<file path="src/rtl/universal_shift_register_seq.sv">
`default_nettype none
// +----------------------------------------------------------------------------+
// | Module      : universal_shift_register_seq                                 |
// | Description : Parametrised universal shift register with hold, shift,      |
// |               rotate, arithmetic shift, load and clear. Multi-step shifts  |
// |               run under a start/busy/done handshake with clock enable.     |
// |               Optional macro USR_BARREL_EN: shift modes finish on the      |
// |               accept edge through a barrel shifter instead of the          |
// |               one-bit-per-cycle SHIFT state.                               |
// | Revision    : 1.0 - initial release                                        |
// +----------------------------------------------------------------------------+
module universal_shift_register_seq #(
   parameter int               WIDTH     = 8,
   parameter logic [WIDTH-1:0] RESET_VAL = '0,
   localparam int              AW        = $clog2(WIDTH)
) (
   input  logic             clk,
   input  logic             reset,
   input  logic             en,
   input  logic             start,
   input  logic [2:0]       mode,
   input  logic [AW-1:0]    amt,
   input  logic [WIDTH-1:0] data,
   input  logic             sin,
   output logic [WIDTH-1:0] out,
   output logic             sout,
   output logic             busy,
   output logic             done
);

   localparam logic [2:0] c_MODE_HOLD  = 3'b000;
   localparam logic [2:0] c_MODE_SRL   = 3'b001;
   localparam logic [2:0] c_MODE_SLL   = 3'b010;
   localparam logic [2:0] c_MODE_LOAD  = 3'b011;
   localparam logic [2:0] c_MODE_ROR   = 3'b100;
   localparam logic [2:0] c_MODE_ROL   = 3'b101;
   localparam logic [2:0] c_MODE_SRA   = 3'b110;
   localparam logic [2:0] c_MODE_CLEAR = 3'b111;

   typedef enum logic [0:0] {
      S_IDLE  = 1'b0,
      S_SHIFT = 1'b1
   } state_t;

   state_t           r_state, w_state_nxt;
   logic [WIDTH-1:0] r_out,   w_out_nxt;
   logic             r_sout,  w_sout_nxt;
   logic             r_busy,  w_busy_nxt;
   logic             r_done,  w_done_nxt;
   logic [AW-1:0]    r_count, w_count_nxt;
   logic [2:0]       r_mode,  w_mode_nxt;

   logic             w_is_shift;

   // Classify the requested mode: shift/rotate modes need the distance machinery.
   always_comb begin
      w_is_shift = 1'b0;
      case (mode)
         c_MODE_SRL, c_MODE_SLL, c_MODE_ROR, c_MODE_ROL, c_MODE_SRA: w_is_shift = 1'b1;
         default:                                                    w_is_shift = 1'b0;
      endcase
   end

`ifdef USR_BARREL_EN
   logic [2*WIDTH-1:0] w_cat;
   logic [WIDTH-1:0]   w_bar_out;
   logic               w_bar_sout;
   logic [AW-1:0]      w_ridx;
   logic [AW-1:0]      w_lidx;

   // Full-distance shift in one step: the last exiting bit is out[amt-1] for
   // right-going ops and out[WIDTH-amt] for left-going ops.
   always_comb begin
      w_cat      = '0;
      w_bar_out  = r_out;
      w_ridx     = amt - AW'(1);
      w_lidx     = AW'(WIDTH) - amt;
      w_bar_sout = r_sout;
      case (mode)
         c_MODE_SRL: begin
            w_cat      = {{WIDTH{sin}}, r_out} >> amt;
            w_bar_out  = w_cat[WIDTH-1:0];
            w_bar_sout = r_out[w_ridx];
         end
         c_MODE_SLL: begin
            w_cat      = {r_out, {WIDTH{sin}}} << amt;
            w_bar_out  = w_cat[2*WIDTH-1:WIDTH];
            w_bar_sout = r_out[w_lidx];
         end
         c_MODE_ROR: begin
            w_cat      = {r_out, r_out} >> amt;
            w_bar_out  = w_cat[WIDTH-1:0];
            w_bar_sout = r_out[w_ridx];
         end
         c_MODE_ROL: begin
            w_cat      = {r_out, r_out} << amt;
            w_bar_out  = w_cat[2*WIDTH-1:WIDTH];
            w_bar_sout = r_out[w_lidx];
         end
         c_MODE_SRA: begin
            w_cat      = {{WIDTH{r_out[WIDTH-1]}}, r_out} >> amt;
            w_bar_out  = w_cat[WIDTH-1:0];
            w_bar_sout = r_out[w_ridx];
         end
         default: begin
            w_cat      = '0;
            w_bar_out  = r_out;
            w_bar_sout = r_sout;
         end
      endcase
   end
`else
   logic [WIDTH-1:0] w_step_out;
   logic             w_step_sout;

   // Single-position move of the latched operation; sin is taken live each edge.
   always_comb begin
      w_step_out  = r_out;
      w_step_sout = r_sout;
      case (r_mode)
         c_MODE_SRL: begin
            w_step_out  = {sin, r_out[WIDTH-1:1]};
            w_step_sout = r_out[0];
         end
         c_MODE_SLL: begin
            w_step_out  = {r_out[WIDTH-2:0], sin};
            w_step_sout = r_out[WIDTH-1];
         end
         c_MODE_ROR: begin
            w_step_out  = {r_out[0], r_out[WIDTH-1:1]};
            w_step_sout = r_out[0];
         end
         c_MODE_ROL: begin
            w_step_out  = {r_out[WIDTH-2:0], r_out[WIDTH-1]};
            w_step_sout = r_out[WIDTH-1];
         end
         c_MODE_SRA: begin
            w_step_out  = {r_out[WIDTH-1], r_out[WIDTH-1:1]};
            w_step_sout = r_out[0];
         end
         default: begin
            w_step_out  = r_out;
            w_step_sout = r_sout;
         end
      endcase
   end
`endif

   // Next-state and datapath update; nothing advances without en, and done
   // defaults low so it always falls on the edge after it was raised.
   always_comb begin
      w_state_nxt = r_state;
      w_out_nxt   = r_out;
      w_sout_nxt  = r_sout;
      w_busy_nxt  = r_busy;
      w_done_nxt  = 1'b0;
      w_count_nxt = r_count;
      w_mode_nxt  = r_mode;
      if (en) begin
         case (r_state)
            S_IDLE: begin
               if (start) begin
                  w_mode_nxt = mode;
                  if (w_is_shift && (amt != '0)) begin
`ifdef USR_BARREL_EN
                     w_out_nxt  = w_bar_out;
                     w_sout_nxt = w_bar_sout;
                     w_done_nxt = 1'b1;
`else
                     w_count_nxt = amt;
                     w_busy_nxt  = 1'b1;
                     w_state_nxt = S_SHIFT;
`endif
                  end else begin
                     case (mode)
                        c_MODE_LOAD:  w_out_nxt = data;
                        c_MODE_CLEAR: w_out_nxt = '0;
                        default:      w_out_nxt = r_out;
                     endcase
                     w_done_nxt = 1'b1;
                  end
               end
            end
            S_SHIFT: begin
`ifndef USR_BARREL_EN
               w_out_nxt   = w_step_out;
               w_sout_nxt  = w_step_sout;
`endif
               w_count_nxt = r_count - AW'(1);
               if (r_count == AW'(1)) begin
                  w_busy_nxt  = 1'b0;
                  w_done_nxt  = 1'b1;
                  w_state_nxt = S_IDLE;
               end
            end
            default: begin
               w_state_nxt = S_IDLE;
               w_busy_nxt  = 1'b0;
            end
         endcase
      end
   end

   // State register with asynchronous active-low reset that abandons any operation.
   always_ff @(posedge clk or negedge reset) begin
      if (!reset) begin
         r_state <= S_IDLE;
         r_out   <= RESET_VAL;
         r_sout  <= 1'b0;
         r_busy  <= 1'b0;
         r_done  <= 1'b0;
         r_count <= '0;
         r_mode  <= c_MODE_HOLD;
      end else begin
         r_state <= w_state_nxt;
         r_out   <= w_out_nxt;
         r_sout  <= w_sout_nxt;
         r_busy  <= w_busy_nxt;
         r_done  <= w_done_nxt;
         r_count <= w_count_nxt;
         r_mode  <= w_mode_nxt;
      end
   end

   assign out  = r_out;
   assign sout = r_sout;
   assign busy = r_busy;
   assign done = r_done;

endmodule
`default_nettype wire

</file>
<file path="config.mk">
export PLATFORM = sky130hd
export DESIGN_NAME = universal_shift_register_seq
export DESIGN_NICKNAME = d
export VERILOG_FILES = /design/src/rtl/universal_shift_register_seq.sv
export SDC_FILE = /design/constraint.sdc
export NUM_CORES = 1
export LEC_CHECK = 0
export BUFFER_PORTS_ARGS = -buffer_cell sky130_fd_sc_hd__buf_2
export CORE_AREA = 5 5 65 67
export CTS_CLUSTER_SIZE = 14
export DETAILED_ROUTE_END_ITERATION = 16
export DIE_AREA = 0 0 70 72
export GPL_ROUTABILITY_DRIVEN = 0
export PLACE_DENSITY = 0.58
export SLEW_MARGIN = 40
export SYNTH_ARGS = -nofsm -noshare
export SYNTH_HDL_FRONTEND = slang
export SYNTH_SLANG_ARGS = --single-unit
</file>
<file path="constraint.sdc">
create_clock -name clk -period 2.2 [get_ports clk]
set_input_delay 0.11 -clock clk [delete_from_list [all_inputs] [get_ports clk]]
set_output_delay 0.11 -clock clk [all_outputs]
set_load 0.01 [all_outputs]
</file>
Word level (Yosys, flattened, before mapping)
Index checks and enable logic that the tools add are counted.
{"block": "word_totals", "reg_bits": 18, "latch_bits": 0, "mem_bits_rw": 0, "rom_bits": 0, "word_cells": 66, "mem_count": 0}
{"block": "classes", "add_sub_neg": 1, "mul": 0, "div_mod_pow": 0, "order_cmp": 0, "eq_ne": 21, "shift": 0, "n_mux": 23, "bitwise": 1, "n_reduce_logical": 12}
{"operator": "8-bit one-hot mux with 5 select lines", "count": 1}
{"operator": "8-bit one-hot mux with 2 select lines", "count": 2}
{"operator": "3-bit equality test (second input constant)", "count": 7}
{"operator": "8-bit two-way mux", "count": 2}
{"operator": "1-bit two-way mux", "count": 11}
{"operator": "3-bit by 1-bit equality test with 1-bit output (second input constant)", "count": 3}
{"operator": "3-bit by 2-bit equality test with 1-bit output (second input constant)", "count": 3}
{"operator": "3-bit AND reduction", "count": 3}
{"operator": "2-bit inequality test (second input constant)", "count": 4}
{"operator": "1-bit one-hot mux with 2 select lines", "count": 4}
{"operator": "3-bit two-way mux", "count": 2}
{"operator": "6-bit by 1-bit inequality test with 1-bit output (second input constant)", "count": 1}
{"operator": "3-bit one-hot mux with 2 select lines", "count": 1}
{"operator": "6-bit AND reduction", "count": 1}
{"operator": "5-bit by 1-bit inequality test with 1-bit output (second input constant)", "count": 1}
{"operator": "5-bit AND reduction", "count": 1}
{"operator": "5-bit OR reduction", "count": 1}
{"operator": "4-bit AND reduction", "count": 1}
{"operator": "3-bit by 1-bit inequality test with 1-bit output (second input constant)", "count": 1}
{"operator": "3-bit nonzero test", "count": 1}
{"operator": "3-bit OR reduction", "count": 1}
{"operator": "3-bit by 1-bit subtractor with 3-bit output (second input constant)", "count": 1}
{"operator": "2-bit by 1-bit inequality test with 1-bit output (second input constant)", "count": 1}
{"operator": "2-bit nonzero test", "count": 1}
{"operator": "other kinds (3)", "count": 3}

Depth between registers and ports, before layout
{"block": "depth", "word_depth": 8, "mapped_depth": 6, "depth_no_buf": 6}

Worst setup path after synthesis
No wires, ideal clock.
{"block": "synth_timing", "kind": "flip-flop to flip-flop", "start": "register r_mode[1]", "end": "register r_out[6] (netlist: out[6])", "setup_ps": 77, "arrival_ps": 1429, "required_time_ps": 2123, "setup_slack_ps": 694, "path_stages_with_launch": 5, "path_buffers": 0, "period_less_slack_ps": 1506, "cell_sequence": "dfrtp_1 and3_1 a211oi_4 mux2_4 o21ai_1"}
{"block": "synth_via", "elab_chain_cells": 3, "word_cells_on_any_way": 9, "classes_between": "eq/ne (6); mux (2); reduce/logical (1)"}
{"item": "start: declaration", "line": "51", "source": "logic [2:0] r_mode, w_mode_nxt;"}
{"item": "start signal: assignment", "line": "213", "source": "r_mode <= c_MODE_HOLD;"}
{"item": "start signal: assignment", "line": "221", "source": "r_mode <= w_mode_nxt;"}
{"item": "3-bit equality test (tied with other cells)", "line": "120", "source": "case (r_mode)"}
{"item": "8-bit one-hot mux with 5 select lines or 6-bit by 1-bit inequality test with 1-bit output (tied branches)"}
{"item": "8-bit one-hot mux with 2 select lines or 5-bit AND reduction (tied branches)"}
{"item": "end signal: assignment", "line": "216", "source": "r_out <= w_out_nxt;"}
{"item": "end: declaration", "line": "46", "source": "logic [WIDTH-1:0] r_out, w_out_nxt;"}
Parallel ways exist; a longest one is shown, timed or not.
A chain may end at the register's enable or synchronous reset.

Worst setup path in the final report
Same ends and word-level chain as after synthesis.

==> impl_metrics.py <==
metrics = {
    "global_routing": {
        "grt_overflow": 0,
        "grt_first_pass_wirelength_mm": 4.76,
        "grt_pass1_vias": 1025,
        "track_usage_pct": 11.7,
        "antenna_found_initial": 0,
        "grt_max_degree": 19,
    },
    "clock_tree": {
        "htree_levels": 1,
        "clock_latency_ns": 0.29,
        "cts_buffer_depth": 2,
        "cts_root_buf": "clkbuf_4",
        "tritoncts": "done",
        "cts_buffers": 3,
        "numClockSinks": 18,
        "cts_resized": 0,
        "path_clk_slew_ns": 0.11,
    },
    "power": {
        "leakage_nw": 0.676,
        "peakVddDrop_v": 0.000443,
        "powerDensity_nw_per_um2": 1350,
    },
    "routing": {
        "drt-total-wl_mm": 2.80,
        "first_iter_violations": 21,
        "drcViolationCount": 0,
        "ant_nets": 0,
        "avgViaCountPerCell": 5.09,
        "routedWlPerCell_um": 13.8,
        "vias": 1034,
        "firstDrtPassIters": 3,
    },
    "placed_design": {
        "post-place-cells": 198,
        "dpl_cell_area_um2": 1370,
        "hpwl_mm": 2.11,
        "port_buffers": 29,
        "place_ws_ns": 0.435,
    },
    "layout": {
        "area_growth_pct": 18.2,
        "final_cells": 203,
        "num_antenna_cells": 0,
        "final_cell_mix": "buf_2 (29), dfrtp_1 (18), nand2_1 (11), mux2i_1 (11)",
        "drive_above_1_share_pct": 28.4,
        "finish.instance_area_um2": 1420,
        "fillers": 377,
        "final_common_cell": "buf_2",
        "fin_util_pct": 39.7,
        "finalNetCount": 177,
    },
    "logic_synthesis": {
        "synth-seq-cells": 18,
        "synth_warnings": 0,
        "ys_types": 41,
        "synth-main-ff-cell": "dfrtp_1",
        "async_reset_ff_share_pct": 100,
        "avgSynthCellArea_um2": 9.46,
        "syn_area_um2": 1200,
        "yosysSeqAreaShare_pct": 37.5,
        "synth_cells": 127,
        "synth_edf_count": 0,
        "syn_nets": 148,
    },
    "critical_path": {
        "worstSetupStartpointType": "flip-flop",
        "arrival_ns": 2.03,
        "crit_fanout": 13,
        "critPathKind": "flip-flop to flip-flop",
        "worst_setup_path_end_kind": "flip-flop",
        "cp.required_ns": 2.43,
        "reg2reg_slack_ns": 0.40,
        "reg2regPathDepth": 4,
        "r2r-start": "r_mode[1]",
        "timing.rr.end": "out[6]",
    },
    "die": {
        "fp.dieH_um": 72,
        "core.rowCount": 22,
        "die_w_um": 70,
        "io_pins": 30,
        "die-area_um2": 5040,
        "initial_core_util_pct": 33.6,
        "core_area_um2": 3580,
    },
    "sta": {
        "rsz0062_at_grt": "false",
        "fin_skew_ns": 0.00110,
        "period_share_pct": 81.9,
        "slew_headroom_pct": 55.9,
        "final.setup.tns_ns": 0,
        "drv_slew": 0,
        "worst_slew_pin_slew_ns": 0.658,
        "fmax_mhz": 555,
        "min_period_ns": 1.80,
        "setup_ws_ns": 0.399,
        "hold_viol": 0,
        "setup_viol": 0,
    },
    "outcome": {
        "status": "finished, final reports clean",
    },
    "worst_hold_path": {
        "holdPathEnd": "out[7]",
        "worstHoldStart": "data[7]",
        "hold_class": "input pin to flip-flop",
        "whs_path_depth": 3,
    },
    "run": {
        "maxCapViolCount": 0,
    },
}
## worst max-delay path by stage
stage	end	cells past startpoint	slack, ns	start
final	out[6]	4	0.40	r_mode[1]
after global routing	out[4]	4	0.26	r_mode[1]
after CTS	out[6]	4	0.40	r_mode[1]
after detailed placement	sout	4	0.44	r_mode[1]
after global placement	out[6]	4	0.48	r_mode[1]
after floorplan	out[6]	4	0.69	r_mode[1]
## power by group
| part | leakage (nW) | internal [W] | total, W | switching [W] |
|---|---|---|---|---|
| logic | 0.435 | 0.000494 | 0.000996 | 0.000502 |
| clock network | 0.0210 | 0.000101 | 0.000210 | 0.000109 |
| registers | 0.220 | 0.000482 | 0.000707 | 0.000225 |
| total | 0.676 | 0.00108 | 0.00191 | 0.000836 |
## per-stage QoR
stage / power, W / hold WS (ns)
2_1_floorplan: 0.00145 / -0.186
3_3_place_gp: 0.00169 / 0.0738
4_1_cts: 0.00193 / 0.0567
6_report: 0.00191 / 0.0608
3_5_place_dp: 0.00172 / 0.0751
5_1_grt: 0.00209 / 0.0653
## worst max-delay path: stages (launching register included)
cell	delay [ns]
dfrtp_1	0.52
and3_1	0.27
a211oi_4	0.53
mux2_4	0.34
o21ai_1	0.07
## per-layer routing
| metal | GRT usage [%] | share of wire (%) |
|---|---|---|
| met2 | 19.6 | 46 |
| met5 | 0 | 0 |
| met4 | 3.83 | 0.57 |
| met1 | 14.6 | 47 |
| met3 | 3.19 | 6.4 |
## what timing repair did
item / CTS / global route
hold endpoints to repair: 18 / 0
hold buffers: 1 / 0
buffers inserted: 0 / 0
## synth_stat cells (all sizes together), types with 2 or more instances
cell type	count	area (um^2)
a211oi	2	27.5
a21oi	5	28.8
a31oi	6	37.5
and2	6	37.5
and3	2	12.5
buf	4	28.8
clkbuf	3	11.3
dfrtp	18	450
ha	2	25.0
inv	7	26.3
mux2	4	48.8
mux2i	11	110
nand2	13	53.8
nand2b	3	18.8
nand3	2	10.0
nand3b	2	15.0
nor2	7	26.3
nor2b	2	12.5
o21ai	9	45.0
o221ai	2	17.5
o22ai	3	18.8
o311a	2	20.0
## cell families after synthesis
| group | count (synthesis) | synth area share (%) |
|---|---|---|
| flip-flops | 18 | 37.5 |
| AO/OA/AOI/OAI | 37 | 21.9 |
| adder cells (fa/ha/maj) | 2 | 2.08 |
| AND/OR/NAND/NOR | 41 | 19.8 |
| multiplexers | 15 | 13.2 |
| buffers and inverters | 14 | 5.52 |
## state kept, by name (all words and copies together), names as in the netlist
signal	count
r_count	3
r_mode	3
busy	1
sout	1
out	8
done	1
r_state	1
## final cells by class
cell class	instances	area, um^2	share of cell area [%]
clock buffers	4	36.3	2.56
inverters	7	26.3	1.85
multi-input cells	95	684	48.2
flip-flops and latches	18	450	31.7
well taps	48	60.1	4.23
repair buffers	31	163	11.5
Note: power is estimated with default switching activity, not from simulation.
